File: src/rtl/ps2_dev_tx.sv
// PS/2 device-side transmitter: serialises one byte per 11-bit frame and backs off when the host inhibits the clock.
// Optional macro PS2_DEV_TX_FIFO_EN replaces the single holding register with a 4-entry FIFO.
module ps2_dev_tx #(
  parameter int unsigned HALF_CYC = 4000,
  parameter int unsigned GAP_CYC  = 8000
) (
  input  logic       clk_i,
  input  logic       rst_n_i,
  input  logic [7:0] data_i,
  input  logic       valid_i,
  output logic       ready_o,
  input  logic       ps2_clk_i,
  output logic       ps2_clk_o,
  output logic       ps2_dat_o,
  output logic       busy_o,
  output logic       done_o
);

  localparam int unsigned MAX_CYC = (HALF_CYC > GAP_CYC) ? HALF_CYC : GAP_CYC;
  localparam int unsigned CNT_W   = $clog2(MAX_CYC + 1);

  typedef logic [CNT_W-1:0] cnt_t;

  localparam cnt_t       HALF_LAST = cnt_t'(HALF_CYC - 1);
  localparam cnt_t       GAP_LAST  = cnt_t'(GAP_CYC - 1);
  localparam logic [3:0] LAST_BIT  = 4'd10;

  typedef enum logic [1:0] {
    IDLE,
    HIGH,
    LOW,
    GAP
  } state_t;

  state_t     state, state_nx;
  cnt_t       cnt, cnt_nx;
  logic [3:0] bit_cnt, bit_nx;
  logic       dat_q, dat_nx;
  logic       done_q, done_nx;

  logic       clk_meta, clk_sync;
  logic       push;
  logic       have_byte;
  logic [7:0] head;
  logic [10:0] frame;

  // Two-flop synchroniser; idles high so a released bus is assumed out of reset.
  always_ff @(posedge clk_i or negedge rst_n_i) begin
    if (!rst_n_i) begin
      clk_meta <= 1'b1;
      clk_sync <= 1'b1;
    end else begin
      clk_meta <= ps2_clk_i;
      clk_sync <= clk_meta;
    end
  end

  assign push = valid_i && ready_o;

`ifdef PS2_DEV_TX_FIFO_EN
  logic [7:0] fifo_mem [4];
  logic [1:0] wr_ptr, rd_ptr;
  logic [2:0] fill;

  // The head entry stays put for the whole frame and is popped only on completion.
  always_ff @(posedge clk_i or negedge rst_n_i) begin
    if (!rst_n_i) begin
      for (int unsigned i = 0; i < 4; i++) fifo_mem[i] <= '0;
      wr_ptr <= '0;
      rd_ptr <= '0;
      fill   <= '0;
    end else begin
      if (push) begin
        fifo_mem[wr_ptr] <= data_i;
        wr_ptr           <= wr_ptr + 2'd1;
      end
      if (done_q) rd_ptr <= rd_ptr + 2'd1;
      case ({push, done_q})
        2'b10:   fill <= fill + 3'd1;
        2'b01:   fill <= fill - 3'd1;
        default: ;
      endcase
    end
  end

  assign have_byte = (fill != 3'd0);
  assign head      = fifo_mem[rd_ptr];
  assign ready_o   = (fill != 3'd4);
`else
  logic       held;
  logic [7:0] hold_data;

  // Accept needs !held and completion needs held, so the two never coincide.
  always_ff @(posedge clk_i or negedge rst_n_i) begin
    if (!rst_n_i) begin
      held      <= 1'b0;
      hold_data <= '0;
    end else if (done_q) begin
      held      <= 1'b0;
    end else if (push) begin
      held      <= 1'b1;
      hold_data <= data_i;
    end
  end

  assign have_byte = held;
  assign head      = hold_data;
  assign ready_o   = !held;
`endif

  assign frame = {1'b1, ~^head, head, 1'b0};

  always_ff @(posedge clk_i or negedge rst_n_i) begin
    if (!rst_n_i) begin
      state   <= IDLE;
      cnt     <= '0;
      bit_cnt <= '0;
      dat_q   <= 1'b1;
      done_q  <= 1'b0;
    end else begin
      state   <= state_nx;
      cnt     <= cnt_nx;
      bit_cnt <= bit_nx;
      dat_q   <= dat_nx;
      done_q  <= done_nx;
    end
  end

  always_comb begin
    state_nx = state;
    cnt_nx   = cnt;
    bit_nx   = bit_cnt;
    dat_nx   = dat_q;
    done_nx  = 1'b0;
    unique case (state)
      IDLE: begin
        if (have_byte && clk_sync) begin
          state_nx = HIGH;
          cnt_nx   = '0;
          bit_nx   = '0;
          dat_nx   = frame[0];
        end
      end
      HIGH: begin
        // Host pulling the clock low while we release it aborts the frame; byte is kept.
        if (!clk_sync) begin
          state_nx = GAP;
          cnt_nx   = '0;
          dat_nx   = 1'b1;
        end else if (cnt == HALF_LAST) begin
          state_nx = LOW;
          cnt_nx   = '0;
        end else begin
          cnt_nx   = cnt + cnt_t'(1);
        end
      end
      LOW: begin
        if (cnt == HALF_LAST) begin
          cnt_nx = '0;
          if (bit_cnt == LAST_BIT) begin
            state_nx = GAP;
            dat_nx   = 1'b1;
            done_nx  = 1'b1;
          end else begin
            state_nx = HIGH;
            bit_nx   = bit_cnt + 4'd1;
            dat_nx   = frame[bit_nx];
          end
        end else begin
          cnt_nx = cnt + cnt_t'(1);
        end
      end
      GAP: begin
        if (cnt == GAP_LAST) begin
          state_nx = IDLE;
          cnt_nx   = '0;
        end else begin
          cnt_nx   = cnt + cnt_t'(1);
        end
      end
      default: state_nx = IDLE;
    endcase
  end

  assign ps2_clk_o = (state != LOW);
  assign ps2_dat_o = dat_q;
  assign busy_o    = (state != IDLE);
  assign done_o    = done_q;

endmodule

File: config.mk
export PLATFORM = sky130hd
export DESIGN_NAME = ps2_dev_tx
export DESIGN_NICKNAME = d
export VERILOG_FILES = /design/src/rtl/ps2_dev_tx.sv
export SDC_FILE = /design/constraint.sdc
export NUM_CORES = 1
export LEC_CHECK = 0
export CAP_MARGIN = 10
export CORE_MARGIN = 2
export CORE_UTILIZATION = 30
export DETAILED_ROUTE_END_ITERATION = 8
export GPL_ROUTABILITY_DRIVEN = 0
export PLACE_DENSITY = 0.49
export SYNTH_ARGS = -nofsm -noshare
export SYNTH_HDL_FRONTEND = slang
export SYNTH_SLANG_ARGS = --single-unit
export TNS_END_PERCENT = 50
File: constraint.sdc
create_clock -name clk_i -period 5 [get_ports clk_i]
set_input_delay 1.25 -clock clk_i [delete_from_list [all_inputs] [get_ports clk_i]]
set_output_delay 1.25 -clock clk_i [all_outputs]
set_load 0.1 [all_outputs]
Yosys cells after proc, flatten, opt, wreduce, memory -nomap -nowiden. Index checks and enable logic that the tools add are counted.

Flip-flop bits (word level): 32. Latch bits: 0. Memory bits (writable): 0. Memory bits (read-only): 0. Bits of input ports: 12. Output and inout bits: 5. Word-level logic and storage cells: 67. Memories kept: 0.

Add/subtract/negate cells: 2. Multiply operators: 0. Div/mod/pow operators: 0. Order comparisons: 1. Equality and inequality tests: 13. Shift-type cells: 0. Multiplexer cells: 28. Bitwise gates (word level): 1. Reduce and logical (&&, ||, !) cells: 13.

Operator list (number): $mux 13 (4); $pmux 13 s4 (1); $add 13x1->13 const B (1); $eq 13x12->1 const B (1); $eq 13x13->1 const B (1); $mux 2 (6); $mux 4 (3); $ne 2x2->1 const B (6); $reduce_and 4->1 (3); $mux 1 (10); $pmux 2 s4 (1); $pmux 4 s2 (1); $reduce_xnor 8->1 (1); $reduce_bool 2->1 (3); $lt 4x5->1 const B (1); $add 4x1->4 const B (1); $bmux 1 s4 (1); $eq 2x2->1 const B (2); $eq 4x4->1 const B (1); $ne 3x3->1 const B (1); $pmux 1 s3 (1); $reduce_bool 3->1 (1); $eq 2x1->1 const B (1); $logic_and 1x1->1 (2); other kinds (4) (4).

Logic depth before layout (Yosys ltp). Gate-level depths: netlist of run 1.

Depth after elaboration: 6. Mapped depth: 9. Mapped depth without buffers: 8.

Worst setup path after synthesis of run 1. No wires, ideal clock.

Path type: register -> output. Start: register state[0]. End: output busy_o. Arrival: 1.380 ns. Data required time: 3.750 ns. Path slack: 2.370 ns. Cell stages (with the launch flop): 4. Buffers on the path: 0. Cells stage by stage: dfrtp_1 -> inv_1 -> ha_1 -> inv_1.

Cells in the longest elaborated chain, start to end: 1.

RTL lines: from (decl) (line 35) `state_t state, state_nx;`; from (signal assigned) (line 121) `state <= state_nx;`; $reduce_bool 2->1 (line 187) `assign busy_o = (state != IDLE);`; to (decl) (line 15) `output logic busy_o,`.

No other way between the ends.

Worst setup path after layout of run 1.
Start: register state[0]. End: output ps2_clk_o.

Cells in the longest elaborated chain, start to end: 1.

RTL lines: $ne 2x2->1 (line 185) `assign ps2_clk_o = (state != LOW);`; to (decl) (line 13) `output logic ps2_clk_o,`.

No other way between the ends.

==> out/qor.yml, run 1 <==
diodes: 0
seq_area_frac_synth_pct: 44.2
cts_hold_buf: 0
cts.sinks: 32
ios: 17
cp.arrival_ns: 2.40
leakage_nw: 0.872
fin_crit_sh_pct: 73.0
io_buffer_count: 16
path_cells: "inv_1, ha_1, inv_1, clkdlybuf4s50_1"
hpwl_um: 2720
slew_violations: 0
timing.rr.start: "cnt[0]"
synth_area_um2: 1820
status: "complete, no violations"
wl_per_cell_um: 13.8
grt_max_degree: 33
finalHoldViolCount: 0
fmax_ghz: 0.274
rsz0062_at_grt: "false"
final_nets: 226
hp-class: "reg -> reg"
start_kind: "register"
cts_max_path_buffers: 2
num_rows: 28
finalCriticalPeriod_ns: 3.65
ys_async_sr_fraction_pct: 100
drcViolationCount: 0
cp.required_ns: 3.75
grt_pass1_wl_um: 7230
power_density_nw_per_um2: 434
clk_latency_ns: 0.29
ys_types: 46
hp-start: "clk_meta"
drv_cap: 0
cts_tree: "yes"
drtPass1Iterations: 4
hold_slack_ns: 0.356
syn_to_final_growth_pct: 18.7
crit_slowest_cell: "clkdlybuf4s50_1"
start_util_pct: 31.0
synth_edf_count: 0
fin_area_um2: 2160
reg2reg_slack_ns: 2.63
nFillCells: 607
syn-num-nets: 204
clk_pin_slew_worst_paths_ns: 0.07
via_count: 1362
endpoint_kind: "output pin"
cp_max_fo: 8
grt-ovfl-total: 0
worstHoldEndpoint: "clk_sync"
cts-root-buf: "clkbuf_8"
path_class: "reg -> out"
cts_buffers: 5
path_common_cell: "inv_1"
drt-vias-per-instance: 4.83
core-area_um2: 5890
ir_worst_vdd_v: 0.000275
htreeDepth: 2
drtIter0Drc: 55
finalPower_mw: 0.938
fp.dieH_um: 81.9
hold_depth: 0
die_area_um2: 6710
routed_wl_um: 3900
yosys_warnings: 0
post_cts_buffers: 0
finalSetupViolCount: 0
worstMarginPinSlew_ns: 0.977
skew_ns: 0.00802
ys_seq_elements: 32
maxSlewHeadroom_pct: 34.6
synth_cells: 184
drive_gt1_share_pct: 14.5
tns_ns: 0
die_w_um: 81.9
ff2ff_path_depth: 7
antenna_found_initial: 0
cpPeakStageDelay_ns: 1.14
avgSynthCellArea_um2: 9.90
ctsResizeCount: 0
grt_pass1_vias: 1454
place_area_um2: 2060
antenna_left: 0
grt.total_usage_pct: 14.3
synthFlopType: "dfrtp_1"
timing.rr.end: "cnt[8]"
[metrics by stage]
stage | setup WS (ns) | cells | util (%)
after detailed placement | 1.66 | 273 | 35.0
after CTS | 1.33 | 281 | 36.7
after global placement | 1.68 | 273 | 35.0
after global routing | 1.19 | 282 | 36.8
after floorplan | 2.37 | 184 | -
final | 1.35 | 282 | 36.8
[per-layer routing]
layer	GRT usage [%]	vias up	routed length [µm]
li1	-	709	-
met1	21.5	624	2090
met2	19.4	25	1640
met3	2.86	4	106
met4	6.50	0	67
met5	0	-	0
[cells in the mapped netlist, drive strengths merged, types with 3 or more instances]
master	n	area, µm²
nand2b	3	18.8
mux2	8	90.1
nand3	6	30.0
a31oi	8	50.1
nand2	18	70.1
nor3b	3	22.5
dfstp	3	78.8
a21oi	9	45.0
nor2	13	48.8
a22o	5	45.0
inv	9	33.8
xnor2	7	61.3
ha	8	100
xor2	4	35.0
o21ai	17	85.1
dfrtp	29	726
[how the worst max path moves through the flow]
stage,slack [ns],to,startpoint
5_1_grt,1.19,ps2_clk_o,state[0]
6_report,1.35,ps2_clk_o,state[0]
3_5_place_dp,1.66,ps2_clk_o,state[0]
4_1_cts,1.33,busy_o,state[0]
2_1_floorplan,2.37,busy_o,state[0]
3_3_place_gp,1.68,busy_o,state[0]
[cell families after synthesis]
group	after synthesis	synth area share, %
DFF	32	44.2
xor gates and xnor gates	11	5.29
muxes	11	7.28
adders and majority gates	8	5.49
AOI/OAI and AO/OA	52	18.2
buffers and inverters	12	3.09
and+or+nand+nor	58	16.5
[power breakdown]
| group | leakage [nW] | switching (mW) | internal, mW |
|---|---|---|---|
| Clock | 0.0434 | 0.105 | 0.111 |
| Combinational | 0.416 | 0.271 | 0.124 |
| Sequential | 0.413 | 0.0332 | 0.293 |
| Total | 0.872 | 0.409 | 0.529 |
[flip-flops by register name, indices dropped and copies added (netlist names)]
name and flops:
ps2_dat_o 1, done_o 1, cnt 13, bit_cnt 4, clk_meta 1, state 2, have_byte 1, head 8
clk_sync 1
[area by class of cell]
class | instances | area (µm²) | area share [%]
timing repair buffer | 18 | 173 | 7.98
tap | 75 | 93.8 | 4.34
sequential | 32 | 805 | 37.2
multi-input combinational | 140 | 961 | 44.4
inverter | 9 | 33.8 | 1.56
clock inverter | 2 | 15.0 | 0.694
clock buffer | 6 | 82.6 | 3.82
[critical path, delay by kind of cell, from the launching register on]
| family | cells | cell delay [ns] |
|---|---|---|
| buf+inv | 3 | 1.35 |
| flops | 1 | 0.46 |
| fa+ha+maj | 1 | 0.30 |
[cells in the final DEF (no fill, tap or decap), types with 3 or more instances in the layout]
master	count
clkdlybuf4s50_1	16
nand2b_1	3
nor2_1	13
mux2_2	8
a22o_1	4
o21ai_0	17
xor2_1	4
ha_1	8
a21oi_1	9
nor3b_1	3
clkbuf_8	6
xnor2_1	7
dfstp_2	3
nand2_1	17
a31oi_1	8
nand3_1	6
inv_1	9
dfrtp_1	29
(Power assumes the default switching activity.)
==> inputs of run 2 (changes only) <==
--- a/config.mk
+++ b/config.mk
@@ -10,7 +10,7 @@
 export CORE_UTILIZATION = 30
 export DETAILED_ROUTE_END_ITERATION = 8
 export GPL_ROUTABILITY_DRIVEN = 0
-export PLACE_DENSITY = 0.49
+export PLACE_DENSITY = 0.51
 export SYNTH_ARGS = -nofsm -noshare
 export SYNTH_HDL_FRONTEND = slang
 export SYNTH_SLANG_ARGS = --single-unit
==> constraint.sdc (replaced) <==
create_clock -name clk_i -period 3.35 [get_ports clk_i]
set_input_delay 0.8375 -clock clk_i [delete_from_list [all_inputs] [get_ports clk_i]]
set_output_delay 0.8375 -clock clk_i [all_outputs]
set_load 0.1 [all_outputs]
==> out/qor.yml, run 2 (synthesis gave the netlist of run 1 again) <==
tns_ns: 0
ir_worst_vdd_v: 0.000244
cts-root-buf: "clkbuf_8"
leakage_nw: 0.900
finalCriticalPeriod_ns: 2.44
power_density_nw_per_um2: 676
ios: 17
via_count: 1367
slew_violations: 0
regMostFlops: "cnt"
place_area_um2: 2060
cp.required_ns: 2.51
use_met2_pct: 19.1
grt.total_usage_pct: 12.7
num_rows: 28
cts_max_path_buffers: 2
skew_ns: 0.00674
grt_pass1_wl_um: 6510
drtIter0Drc: 58
met3_usage_pct: 2.97
cts.sinks: 32
mostFrequentLayoutCells: "29 x dfrtp_1, 17 x nand2_1, 17 x o21ai_0, 13 x nor2_1, 11 x clkdlybuf4s50_1"
routed_wl_um: 3660
gr-usage-met1_pct: 17.5
critPathTopFamily: "buffers and inverters"
grt-ovfl-total: 0
cts_hold_buf: 0
fin_area_um2: 2180
finalSetupViolCount: 0
hp-class: "reg -> reg"
core-area_um2: 5890
cts_buffers: 5
path_cells: "inv_1, ha_1, inv_1, buf_4"
cp_max_fo: 7
drt-vias-per-instance: 4.85
wl_per_cell_um: 13.0
finalHoldViolCount: 0
hold_slack_ns: 0.358
syn_to_final_growth_pct: 19.8
grt_pass1_vias: 1383
drcViolationCount: 0
grt_max_degree: 33
finalNonFillerCells: 282
nFillCells: 591
busiest_layer: "met2"
drv_cap: 0
start_util_pct: 31.0
antenna_found_initial: 0
io_buffer_count: 16
crit_slowest_cell: "dfrtp_1"
maxSlewHeadroom_pct: 58.2
cpPeakStageDelay_ns: 0.47
die_w_um: 81.9
path_common_cell: "inv_1"
htreeDepth: 2
antenna_left: 0
post_cts_buffers: 0
dp_cells: 274
final_common_cell: "dfrtp_1"
path_class: "reg -> out"
worst-path-buf-inv: 3
endpoint_kind: "output pin"
hpwl_um: 2630
start_kind: "register"
drive_gt1_share_pct: 16.9
fin_crit_sh_pct: 72.7
rsz0062_at_grt: "false"
ctsResizeCount: 0
fmax_ghz: 0.410
clk_pin_slew_worst_paths_ns: 0.06
diodes: 0
cp.arrival_ns: 1.60
worstMarginPinSlew_ns: 0.627
cts_tree: "yes"
status: "complete, no violations"
drtPass1Iterations: 4
clk_latency_ns: 0.29
largest_reg_flops: 13
fp.dieH_um: 81.9
die_area_um2: 6710
final_nets: 226
==> run 2: changes by cell type in the layout (fill, tap and decap cells not counted), sizes merged <==
cell           before  now
clkinvlp            2    0
clkdlybuf4s50      16   11
buf                 1    7
bufinv              0    1
==> run 2: layer usage <==
layer	vias to the layer above	wire, µm	share of wire (%)
met5	-	0	0
met4	0	81	2.2
met3	8	104	2.8
met2	19	1560	43
met1	629	1920	52
li1	711	-	-
==> run 2: worst reg2reg max path, delay by kind of cell (launching register included) <==
kind            cells  cell delay, ns
simple gates        2            0.57
fa+ha+maj           1            0.22
flops               1            0.38
compound gates      4            1.07
==> run 2: final timing paths <==
check,start,end,slack [ns],cells past startpoint
worst max-delay path,state[0],busy_o,0.91,4
worst min-delay path,clk_meta,clk_sync,0.36,0
worst max register to register,cnt[0],cnt[8],1.01,7
worst min register to register,clk_meta,clk_sync,0.36,0
max in group asynchronous,rst_n_i,ps2_dat_o,2.07,2
min in group asynchronous,rst_n_i,head[4],0.95,2
==> run 2: power breakdown <==
part | switching (mW) | internal, mW | total, mW
combinational | 0.398 | 0.177 | 0.575
clock | 0.147 | 0.262 | 0.409
sequential | 0.0524 | 0.438 | 0.491
==> run 2: area by class of cell <==
class                           count  area (µm²)  area share, %
Clock buffer                        7        96.3           4.42
Sequential cell                    32         805           36.9
Multi-Input combinational cell    140         961           44.0
Clock inverter                      1        30.0           1.38
Inverter                            9        33.8           1.55
Tap cell                           75        93.8           4.30
Timing Repair Buffer               18         163           7.45
==> run 2: through the flow <==
| stage | power, mW | utilization (%) | worst slack [ns] |
|---|---|---|---|
| after floorplan | 0.936 | - | 0.897 |
| after global placement | 1.08 | 34.9 | 1.06 |
| after CTS | 1.49 | 37.1 | 0.906 |
| after detailed placement | 1.08 | 34.9 | 1.01 |
| final | 1.47 | 37.1 | 0.913 |
| after global routing | 1.58 | 37.1 | 0.706 |
==> inputs of run 3 (changes only) <==
--- a/config.mk
+++ b/config.mk
@@ -10,7 +10,7 @@
 export CORE_UTILIZATION = 30
 export DETAILED_ROUTE_END_ITERATION = 8
 export GPL_ROUTABILITY_DRIVEN = 0
-export PLACE_DENSITY = 0.51
+export PLACE_DENSITY = 0.49
 export SYNTH_ARGS = -nofsm -noshare
 export SYNTH_HDL_FRONTEND = slang
 export SYNTH_SLANG_ARGS = --single-unit
==> constraint.sdc (replaced) <==
create_clock -name clk_i -period 2.35 [get_ports clk_i]
set_input_delay 0.5875 -clock clk_i [delete_from_list [all_inputs] [get_ports clk_i]]
set_output_delay 0.5875 -clock clk_i [all_outputs]
set_load 0.1 [all_outputs]
==> out/qor.yml, run 3 (synthesis gave the netlist of run 1 again) <==
status: "complete, no violations"
endpoint_kind: "register"
grt_max_degree: 33
cts_buffers: 5
cp.arrival_ns: 2.47
grt.total_usage_pct: 12.7
ff2ff_path_depth: 6
fin_area_um2: 2310
worstMarginPinSlew_ns: 0.494
ios: 17
cts_tree: "yes"
rsz0062_at_grt: "true"
clk_pin_slew_worst_paths_ns: 0.07
die_w_um: 81.9
start_util_pct: 31.0
diodes: 0
clk_latency_ns: 0.29
drive_gt1_share_pct: 23.6
via_count: 1466
slew_violations: 0
critical_path.startpoint: "cnt[0]"
worst_slack_ns: 0.120
nFillCells: 586
cts_max_path_buffers: 2
cts.sinks: 32
drv_cap: 0
wl_met3_um: 171
endpoint: "bit_cnt[2]"
finalSetupViolCount: 0
antenna_found_initial: 0
timing.rr.end: "bit_cnt[2]"
largest_reg_flops: 13
finalCriticalPeriod_ns: 2.23
place_area_um2: 2140
wl_per_cell_um: 13.0
skew_ns: 0.00603
cts_hold_buf: 0
hp-class: "reg -> reg"
wl_met1_um: 1860
grt_pass1_wl_um: 6470
finalHoldViolCount: 0
maxSlewHeadroom_pct: 66.7
regMostFlops: "cnt"
num_rows: 28
reg2reg_slack_ns: 0.12
final_common_cell: "dfrtp_1"
final_nets: 235
multi_input_comb_area_um2: 990
leakage_nw: 0.959
cp.required_ns: 2.59
fmax_ghz: 0.448
wl_met2_um: 1690
mostFrequentLayoutCells: "29 x dfrtp_1, 17 x nand2_1, 15 x o21ai_0, 14 x buf_4, 13 x nor2_1"
drcViolationCount: 0
timing.rr.start: "cnt[0]"
htreeDepth: 2
drt-vias-per-instance: 5.04
fin_crit_sh_pct: 94.9
die_area_um2: 6710
register_area_um2: 805
ir_worst_vdd_v: 0.000726
drtIter0Drc: 79
grt-ovfl-total: 0
syn_to_final_growth_pct: 26.6
io_buffer_count: 16
path_class: "reg -> reg"
drtPass1Iterations: 4
routed_wl_um: 3800
start_kind: "register"
core-area_um2: 5890
dp_worst_setup_slack_ns: 0.0764
power_density_nw_per_um2: 966
grt_pass1_vias: 1391
hp-start: "clk_meta"
highest_layer: "met4"
antenna_left: 0
fp.dieH_um: 81.9
cp_max_fo: 4
hpwl_um: 2700
cts-root-buf: "clkbuf_8"
## run 3: cell types whose count changed in the layout (fill, tap and decap cells not counted), sizes merged
cell      previous run  this run
clkinvlp             0         1
buf                  7        16
inv                  9         8
## run 3: final cells by class
class	count	share of cell area, %
Multi-Input combinational cell	140	42.9
Tap cell	75	4.07
Clock inverter	1	1.30
Sequential cell	32	34.9
Timing Repair Buffer	27	11.1
Clock buffer	7	4.18
Inverter	9	1.63
## run 3: metrics by stage
stage               power (mW)  setup TNS (ns)  std cells  hold slack, ns  util [%]
floorplan                 1.35               0        184           0.292         -
global placement          1.65               0        281           0.348      36.4
detailed placement        1.63               0        281           0.355      36.4
CTS                       2.22               0        289           0.365      38.5
global route              2.36        -0.00758        291           0.366      39.2
finish                    2.23               0        291           0.362      39.2
## run 3: worst min-delay path by stage
stage / to / cells past startpoint / slack [ns]
floorplan: bit_cnt[0] / 0 / 0.29
global placement: clk_sync / 0 / 0.35
detailed placement: clk_sync / 0 / 0.36
CTS: clk_sync / 0 / 0.37
global route: clk_sync / 0 / 0.37
finish: clk_sync / 0 / 0.36
## run 3: routing by layer
metal	global-route usage [%]	vias to the layer above
li1	-	724
met1	17.2	705
met2	19.4	31
met3	3.30	6
met4	5.00	0
met5	0	-
## run 3: report_power, final
| part | internal (mW) | switching [mW] | leakage, nW |
|---|---|---|---|
| logic | 0.347 | 0.600 | 0.481 |
| registers | 0.625 | 0.0701 | 0.413 |
| clock network | 0.374 | 0.212 | 0.0645 |
## run 3: worst max-delay path, stage by stage, from the launching register on
cell     delay [ns]
dfrtp_1        0.38
ha_1           0.21
nand4_1        0.21
or4_4          0.60
or3_4          0.43
o31ai_2        0.18
a22o_2         0.17
## run 3: repair_timing
action,CTS,global route
setup buffers,0,2
endpoints found under the setup margin,0,18
gates resized for setup,0,7
